==> src/rtl/seq_multiplier_if.sv <==
// Operand/result handshake bundle for seq_multiplier.
//   master: producer/consumer side (drives operands, abort, out_ready)
//   slave : multiplier side (drives in_ready, out_valid, z, busy)
interface seq_multiplier_if #(
  parameter int unsigned WIDTH = 8
);
  logic                 in_valid;
  logic                 in_ready;
  logic                 is_signed;
  logic [WIDTH-1:0]     a;
  logic [WIDTH-1:0]     b;
  logic                 abort;
  logic                 out_valid;
  logic                 out_ready;
  logic [2*WIDTH-1:0]   z;
  logic                 busy;

  modport master (
    output in_valid, is_signed, a, b, abort, out_ready,
    input  in_ready, out_valid, z, busy
  );

  modport slave (
    input  in_valid, is_signed, a, b, abort, out_ready,
    output in_ready, out_valid, z, busy
  );
endinterface

==> src/rtl/seq_multiplier.sv <==
// Iterative shift-add multiplier, one multiplier bit per clock.
//   clk, rst_n : clock, asynchronous active-low reset
//   bus        : in_valid/in_ready/is_signed/a/b operand handshake,
//                abort cancel, out_valid/out_ready/z result handshake, busy
// Signed operation multiplies magnitudes and negates the product at the end.
module seq_multiplier #(
  parameter int unsigned WIDTH = 8
) (
  input  logic           clk,
  input  logic           rst_n,
  seq_multiplier_if.slave bus
);
  localparam int unsigned PW = 2 * WIDTH;
  localparam int unsigned CW = $clog2(WIDTH);
  localparam logic [CW-1:0] LAST = CW'(WIDTH - 1);

  typedef enum logic [1:0] {IDLE, BUSY, DONE} state_t;

  state_t           state_q, state_d;
  logic [WIDTH-1:0] mcand_q, mcand_d;
  logic [WIDTH-1:0] mult_q, mult_d;
  logic [PW-1:0]    acc_q, acc_d;
  logic [PW-1:0]    z_q, z_d;
  logic [CW-1:0]    cnt_q, cnt_d;
  logic             neg_q, neg_d;
  logic             out_valid_q, out_valid_d;

  logic [WIDTH-1:0] a_mag, b_mag;
  logic [PW-1:0]    acc_sum;

  // Operand magnitudes; the most negative value maps to 2^(WIDTH-1), which fits unsigned.
  assign a_mag = (bus.is_signed && bus.a[WIDTH-1]) ? ((~bus.a) + WIDTH'(1)) : bus.a;
  assign b_mag = (bus.is_signed && bus.b[WIDTH-1]) ? ((~bus.b) + WIDTH'(1)) : bus.b;

  // Accumulator plus the current partial product.
  assign acc_sum = acc_q + (mult_q[0] ? (PW'(mcand_q) << cnt_q) : '0);

  // State register and datapath registers.
  always_ff @(posedge clk or negedge rst_n) begin
    if (!rst_n) begin
      state_q     <= IDLE;
      mcand_q     <= '0;
      mult_q      <= '0;
      acc_q       <= '0;
      z_q         <= '0;
      cnt_q       <= '0;
      neg_q       <= 1'b0;
      out_valid_q <= 1'b0;
    end else begin
      state_q     <= state_d;
      mcand_q     <= mcand_d;
      mult_q      <= mult_d;
      acc_q       <= acc_d;
      z_q         <= z_d;
      cnt_q       <= cnt_d;
      neg_q       <= neg_d;
      out_valid_q <= out_valid_d;
    end
  end

  // Next-state and next-datapath logic.
  always_comb begin
    state_d     = state_q;
    mcand_d     = mcand_q;
    mult_d      = mult_q;
    acc_d       = acc_q;
    z_d         = z_q;
    cnt_d       = cnt_q;
    neg_d       = neg_q;
    out_valid_d = out_valid_q;

    case (state_q)
      IDLE: begin
        // abort on the accept edge suppresses the accept
        if (bus.in_valid && !bus.abort) begin
          mcand_d = a_mag;
          mult_d  = b_mag;
          neg_d   = bus.is_signed && (bus.a[WIDTH-1] ^ bus.b[WIDTH-1]);
          acc_d   = '0;
          cnt_d   = '0;
          state_d = BUSY;
        end
      end
      BUSY: begin
        if (bus.abort) begin
          out_valid_d = 1'b0;
          cnt_d       = '0;
          state_d     = IDLE;
        end else begin
          acc_d  = acc_sum;
          mult_d = mult_q >> 1;
          cnt_d  = cnt_q + CW'(1);
          if (cnt_q == LAST) begin
            z_d         = neg_q ? ((~acc_sum) + PW'(1)) : acc_sum;
            out_valid_d = 1'b1;
            cnt_d       = '0;
            state_d     = DONE;
          end
        end
      end
      DONE: begin
        if (bus.abort || bus.out_ready) begin
          out_valid_d = 1'b0;
          state_d     = IDLE;
        end
      end
      default: begin
        out_valid_d = 1'b0;
        state_d     = IDLE;
      end
    endcase
  end

  assign bus.in_ready  = (state_q == IDLE);
  assign bus.busy      = (state_q != IDLE);
  assign bus.out_valid = out_valid_q;
  assign bus.z         = z_q;
endmodule

==> src/flat_wrapper.sv <==
// flat-port wrapper written by rule: the top's interface ports become plain ports
module seq_multiplier_flat 
#(
  parameter int unsigned WIDTH = 8
)
  (clk, rst_n, bus_in_valid, bus_is_signed, bus_a, bus_b, bus_abort, bus_out_ready, bus_in_ready, bus_out_valid, bus_z, bus_busy);
  seq_multiplier_if #(.WIDTH(WIDTH)) bus_i ();
  input  logic clk;
  input  logic rst_n;
  input wire logic [$bits(bus_i.in_valid)-1:0] bus_in_valid;
  input wire logic [$bits(bus_i.is_signed)-1:0] bus_is_signed;
  input wire logic [$bits(bus_i.a)-1:0] bus_a;
  input wire logic [$bits(bus_i.b)-1:0] bus_b;
  input wire logic [$bits(bus_i.abort)-1:0] bus_abort;
  input wire logic [$bits(bus_i.out_ready)-1:0] bus_out_ready;
  output wire logic [$bits(bus_i.in_ready)-1:0] bus_in_ready;
  output wire logic [$bits(bus_i.out_valid)-1:0] bus_out_valid;
  output wire logic [$bits(bus_i.z)-1:0] bus_z;
  output wire logic [$bits(bus_i.busy)-1:0] bus_busy;
  assign bus_i.in_valid = bus_in_valid;
  assign bus_i.is_signed = bus_is_signed;
  assign bus_i.a = bus_a;
  assign bus_i.b = bus_b;
  assign bus_i.abort = bus_abort;
  assign bus_i.out_ready = bus_out_ready;
  assign bus_in_ready = bus_i.in_ready;
  assign bus_out_valid = bus_i.out_valid;
  assign bus_z = bus_i.z;
  assign bus_busy = bus_i.busy;
  seq_multiplier #(.WIDTH(WIDTH)) u_core (.clk(clk), .rst_n(rst_n), .bus(bus_i));
endmodule
==> config.mk <==
export PLATFORM = sky130hd
export DESIGN_NAME = seq_multiplier_flat
export DESIGN_NICKNAME = d
export VERILOG_FILES = /design/src/rtl/seq_multiplier_if.sv /design/src/rtl/seq_multiplier.sv /design/src/flat_wrapper.sv
export SDC_FILE = /design/constraint.sdc
export NUM_CORES = 1
export LEC_CHECK = 0
export ABC_AREA = 1
export BUFFER_PORTS_ARGS = -buffer_cell sky130_fd_sc_hd__buf_4
export CORE_ASPECT_RATIO = 1.25
export CORE_MARGIN = 3
export CORE_UTILIZATION = 30
export DETAILED_ROUTE_END_ITERATION = 6
export PLACE_DENSITY = 0.54
export SETUP_SLACK_MARGIN = 0.5
export SLEW_MARGIN = 10
export SYNTH_ARGS = -nofsm -noshare
export SYNTH_HDL_FRONTEND = slang
export SYNTH_SLANG_ARGS = --single-unit
export TNS_END_PERCENT = 5
==> constraint.sdc <==
create_clock -name clk -period 8.7 [get_ports clk]
set_input_delay 0 -clock clk [delete_from_list [all_inputs] [get_ports clk]]
set_output_delay 0 -clock clk [all_outputs]
set_load 0.005 [all_outputs]
==> run_results.csv <==
group,metric,value,unit
flow_run,maxCapViolCount,0,
global_routing,grt_pass1_vias,4045,
timing,worst_slew_pin_slew,0.724,ns
finish,num_antenna_cells,0,
detailed_routing,drt-total-wl,11300,µm
floorplan,die_w,112,µm
timing,timing_hold_violations_final,0,
placement,place.gp.congestion,0.903,
run_status,outcome,"finished, final reports clean",
power_and_ir_drop,p_per_area,237,nW/µm²
logic_synthesis,synthMuxAreaShare,0.239,%
timing,period_needed,3.34,ns
global_routing,grt_pass1_wl,19100,µm
timing,setup_violations,0,
logic_synthesis,synth-seq-cells,55,
clock_tree,cts_resized,0,
floorplan,core_area,13500,µm²
timing,post-route-period-util,38.3,%
logic_synthesis,synth_nets,679,
power_and_ir_drop,design_power_total,1160,µW
detailed_routing,drc,0,
logic_synthesis,synth_ff_type,"dfrtp_1",
timing,slew_headroom,51.7,%
detailed_routing,vias,4103,
critical_path,critical_path_class,"reg2reg",
critical_path,cp.depth,21,
floorplan,start_util,31.1,%
critical_path,worst-path-buf-inv,3,
placement,io_buffer_count,40,
logic_synthesis,synth-seq-area-share,32.9,%
critical_path,critPathCaptureType,"flop",
timing,rsz0062_at_grt,"no",
timing,drv_slew,0,
placement,dp_hpwl,8860,µm
floorplan,io_pins,41,
critical_path,crit_required,8.90,ns
critical_path,crit_arrival,3.53,ns
critical_path,slowest_stage,"dfrtp_1",
clock_tree,clockRootBuffer,"clkbuf_16",
timing,finalSetupTns,0,ns
floorplan,die_y,138,µm
finish,final_cells,847,
logic_synthesis,synth-xor-area-share,3.14,%
timing,clock-skew-final,0.00937,ns
clock_tree,numCtsBuffers,5,
logic_synthesis,synth_compound_area_share,12.6,%
clock_tree,clock_latency,0.31,ns
global_routing,overflow,0,
power_and_ir_drop,leakage,0.00260,µW
logic_synthesis,netlist_top_cells_area,"dfrtp_1 33%, nand2_1 18%, nand3_1 7.8%",
critical_path,worst-path-max-fanout,16,
logic_synthesis,yosysTopAreaCell,"dfrtp_1",
clock_tree,htreeDepth,2,
clock_tree,clockBufferDepth,2,
logic_synthesis,synthAdderAreaFrac,6.45,%
global_routing,grt_max_degree,56,
critical_path,worstPathCellList,"inv_1 -> o21ai_0 -> inv_1 -> nand2_1 -> o21ai_0 -> o22ai_1 -> ha_1 -> nand2_1 -> inv_1 -> a21oi_1 -> nand2_1 -> nand2_1 -> nand2_1 -> nor2_1 -> nand2_1 -> nor2_1 -> nand3_1 -> nand2_1 -> nand2_1 -> nand3_1 -> nand2_1",
global_routing,antenna_found_initial,0,
logic_synthesis,synth_top_family_by_area,"simple AND/OR/NAND/NOR gates",
logic_synthesis,synth_area,4190,µm²
timing,fmax,300,MHz
logic_synthesis,synth_area_per_cell,6.59,µm²
critical_path,reg2regPathDepth,21,
detailed_routing,drtPass1Iterations,5,
logic_synthesis,yosys.area_share.simple,35.5,%
logic_synthesis,netlist_instances,636,
floorplan,die_area,15400,µm²
critical_path,worst_path_most_repeated_cell,"nand2_1",
critical_path,start_kind,"flop",
clock_tree,cts_setup_buffers,0,
clock_tree,clk_pin_slew_worst_paths,0.08,ns
critical_path,critPathTopFamily,"simple AND/OR/NAND/NOR gates",
clock_tree,cts_sinks,55,
logic_synthesis,synth_top_cell_area_share,32.9,%
detailed_routing,antenna_left,0,
finish,drive_gt1_share,11.1,%
logic_synthesis,async_reset_ff_share,100,%
min_path,whs_path_depth,3,
power_and_ir_drop,ir_worst_vdd,0.000151,V
global_routing,grt_usage,15.0,%
finish,postLayoutCoreUtil,36.3,%
detailed_routing,wl_per_cell,13.3,µm
finish,nets,718,
placement,dp.cells,833,
logic_synthesis,synth_edf_count,0,
detailed_routing,drtIter0Drc,236,
logic_synthesis,synth.distinct_cells,34,
clock_tree,cts_tree,"done",
min_path,hold_path.class,"in2reg",
finish,syn2layout_area_growth,16.6,%
logic_synthesis,yosysWarningCount,0,
detailed_routing,routed_via_density,4.84,
floorplan,rows,47,
critical_path,slowest_delay,0.60,ns
[kinds of logic (layout without fill, tap and decap cells)]
group | Yosys count | in the layout
buf+inv | 102 | 142
compound gates | 97 | 97
simple gates | 345 | 345
flops | 55 | 55
xor+xnor | 15 | 15
fa+ha+maj | 21 | 21
mux | 1 | 1
[state kept, by name, summed over array words and instances, names as in the netlist]
name,cells
u_core.bus.z,16
u_core.mcand_q,8
u_core.mult_q,8
u_core.bus.out_valid,1
u_core.acc_q,16
u_core.cnt_q,3
u_core.neg_q,1
u_core.state_q,2
[Yosys cell counts (3+ instances only)]
cell / n
a31oi_1: 3
xnor2_1: 3
xor2_1: 12
nand3_2: 3
nor2_1: 49
nor2_2: 3
inv_1: 81
inv_2: 5
nand2_2: 9
clkbuf_1: 12
o211ai_1: 6
o21ai_0: 57
nand4_1: 4
ha_1: 20
dfrtp_1: 55
o22ai_1: 8
nor2_4: 3
buf_2: 3
nand3_1: 65
nor4_1: 3
a21oi_1: 18
nand2_1: 199
[through the flow]
step	setup slack (ns)	area, µm²	hold slack [ns]
detailed placement	5.42	4650	0.112
global placement	5.54	4650	0.0991
floorplan	5.88	4190	-0.296
global route	4.98	4880	0.0135
finish	5.36	4880	0.00338
CTS	5.40	4880	0.00194
[timing repair]
action,CTS,global route
hold buffers,6,0
setup endpoints to repair,0,0
hold endpoints to repair,60,0
[where the power goes]
| part | switching (µW) | internal (µW) | total (µW) | leakage (µW) |
|---|---|---|---|---|
| logic | 385 | 199 | 583 | 0.00180 |
| registers | 34.8 | 298 | 333 | 0.000708 |
| clock network | 97.1 | 143 | 241 | 0.0000868 |
[cell usage in the layout, fill, tap and decap left out, types with 4 or more instances in the layout]
cell,count
a21oi_1,18
buf_4,41
nand4_1,4
inv_2,5
nor2_1,49
xor2_1,12
clkbuf_16,5
dfrtp_1,55
o22ai_1,8
nand2_1,199
nand3_1,65
ha_1,20
o211ai_1,6
inv_1,81
nand2_2,9
dlygate4sd3_1,6
o21ai_0,57
[worst reg2reg max path: cells and delay by family, from the launching register on]
family | cells | cell delay [ns]
flip-flops | 1 | 0.60
adder cells (fa/ha/maj) | 1 | 0.33
buffers and inverters | 3 | 0.28
AND/OR/NAND/NOR | 13 | 1.17
AO/OA/AOI/OAI | 4 | 0.83
[cell type report]
type / instances / area, µm²
clock buffer: 6 / 139
clock inverter: 2 / 35.0
fill: 1468 / 8580
inverter: 87 / 327
multi-input combinational: 479 / 2430
sequential: 55 / 1380
tap: 171 / 214
timing repair buffer: 47 / 368
[per-layer routing]
metal	vias to the layer above	GRT usage, %	share of wire (%)
met2	76	27.3	51
li1	2129	-	-
met5	-	0	0
met3	19	2.53	3.3
met4	0	4.80	2.3
met1	1879	17.8	43
[worst paths after layout]
path                                   from           endpoint  slack (ns)
min in group asynchronous             rst_n   u_core.mult_q[5]        0.28
max in group asynchronous             rst_n   u_core.mult_q[0]        7.94
hold reg to reg            u_core.bus.z[11]   u_core.bus.z[11]        0.49
setup reg to reg            u_core.cnt_q[0]   u_core.bus.z[14]        5.36
hold / removal                     bus_a[6]  u_core.mcand_q[6]       0.003
setup / recovery            u_core.cnt_q[0]   u_core.bus.z[14]        5.36
Power figures use the tool's default switching activity.
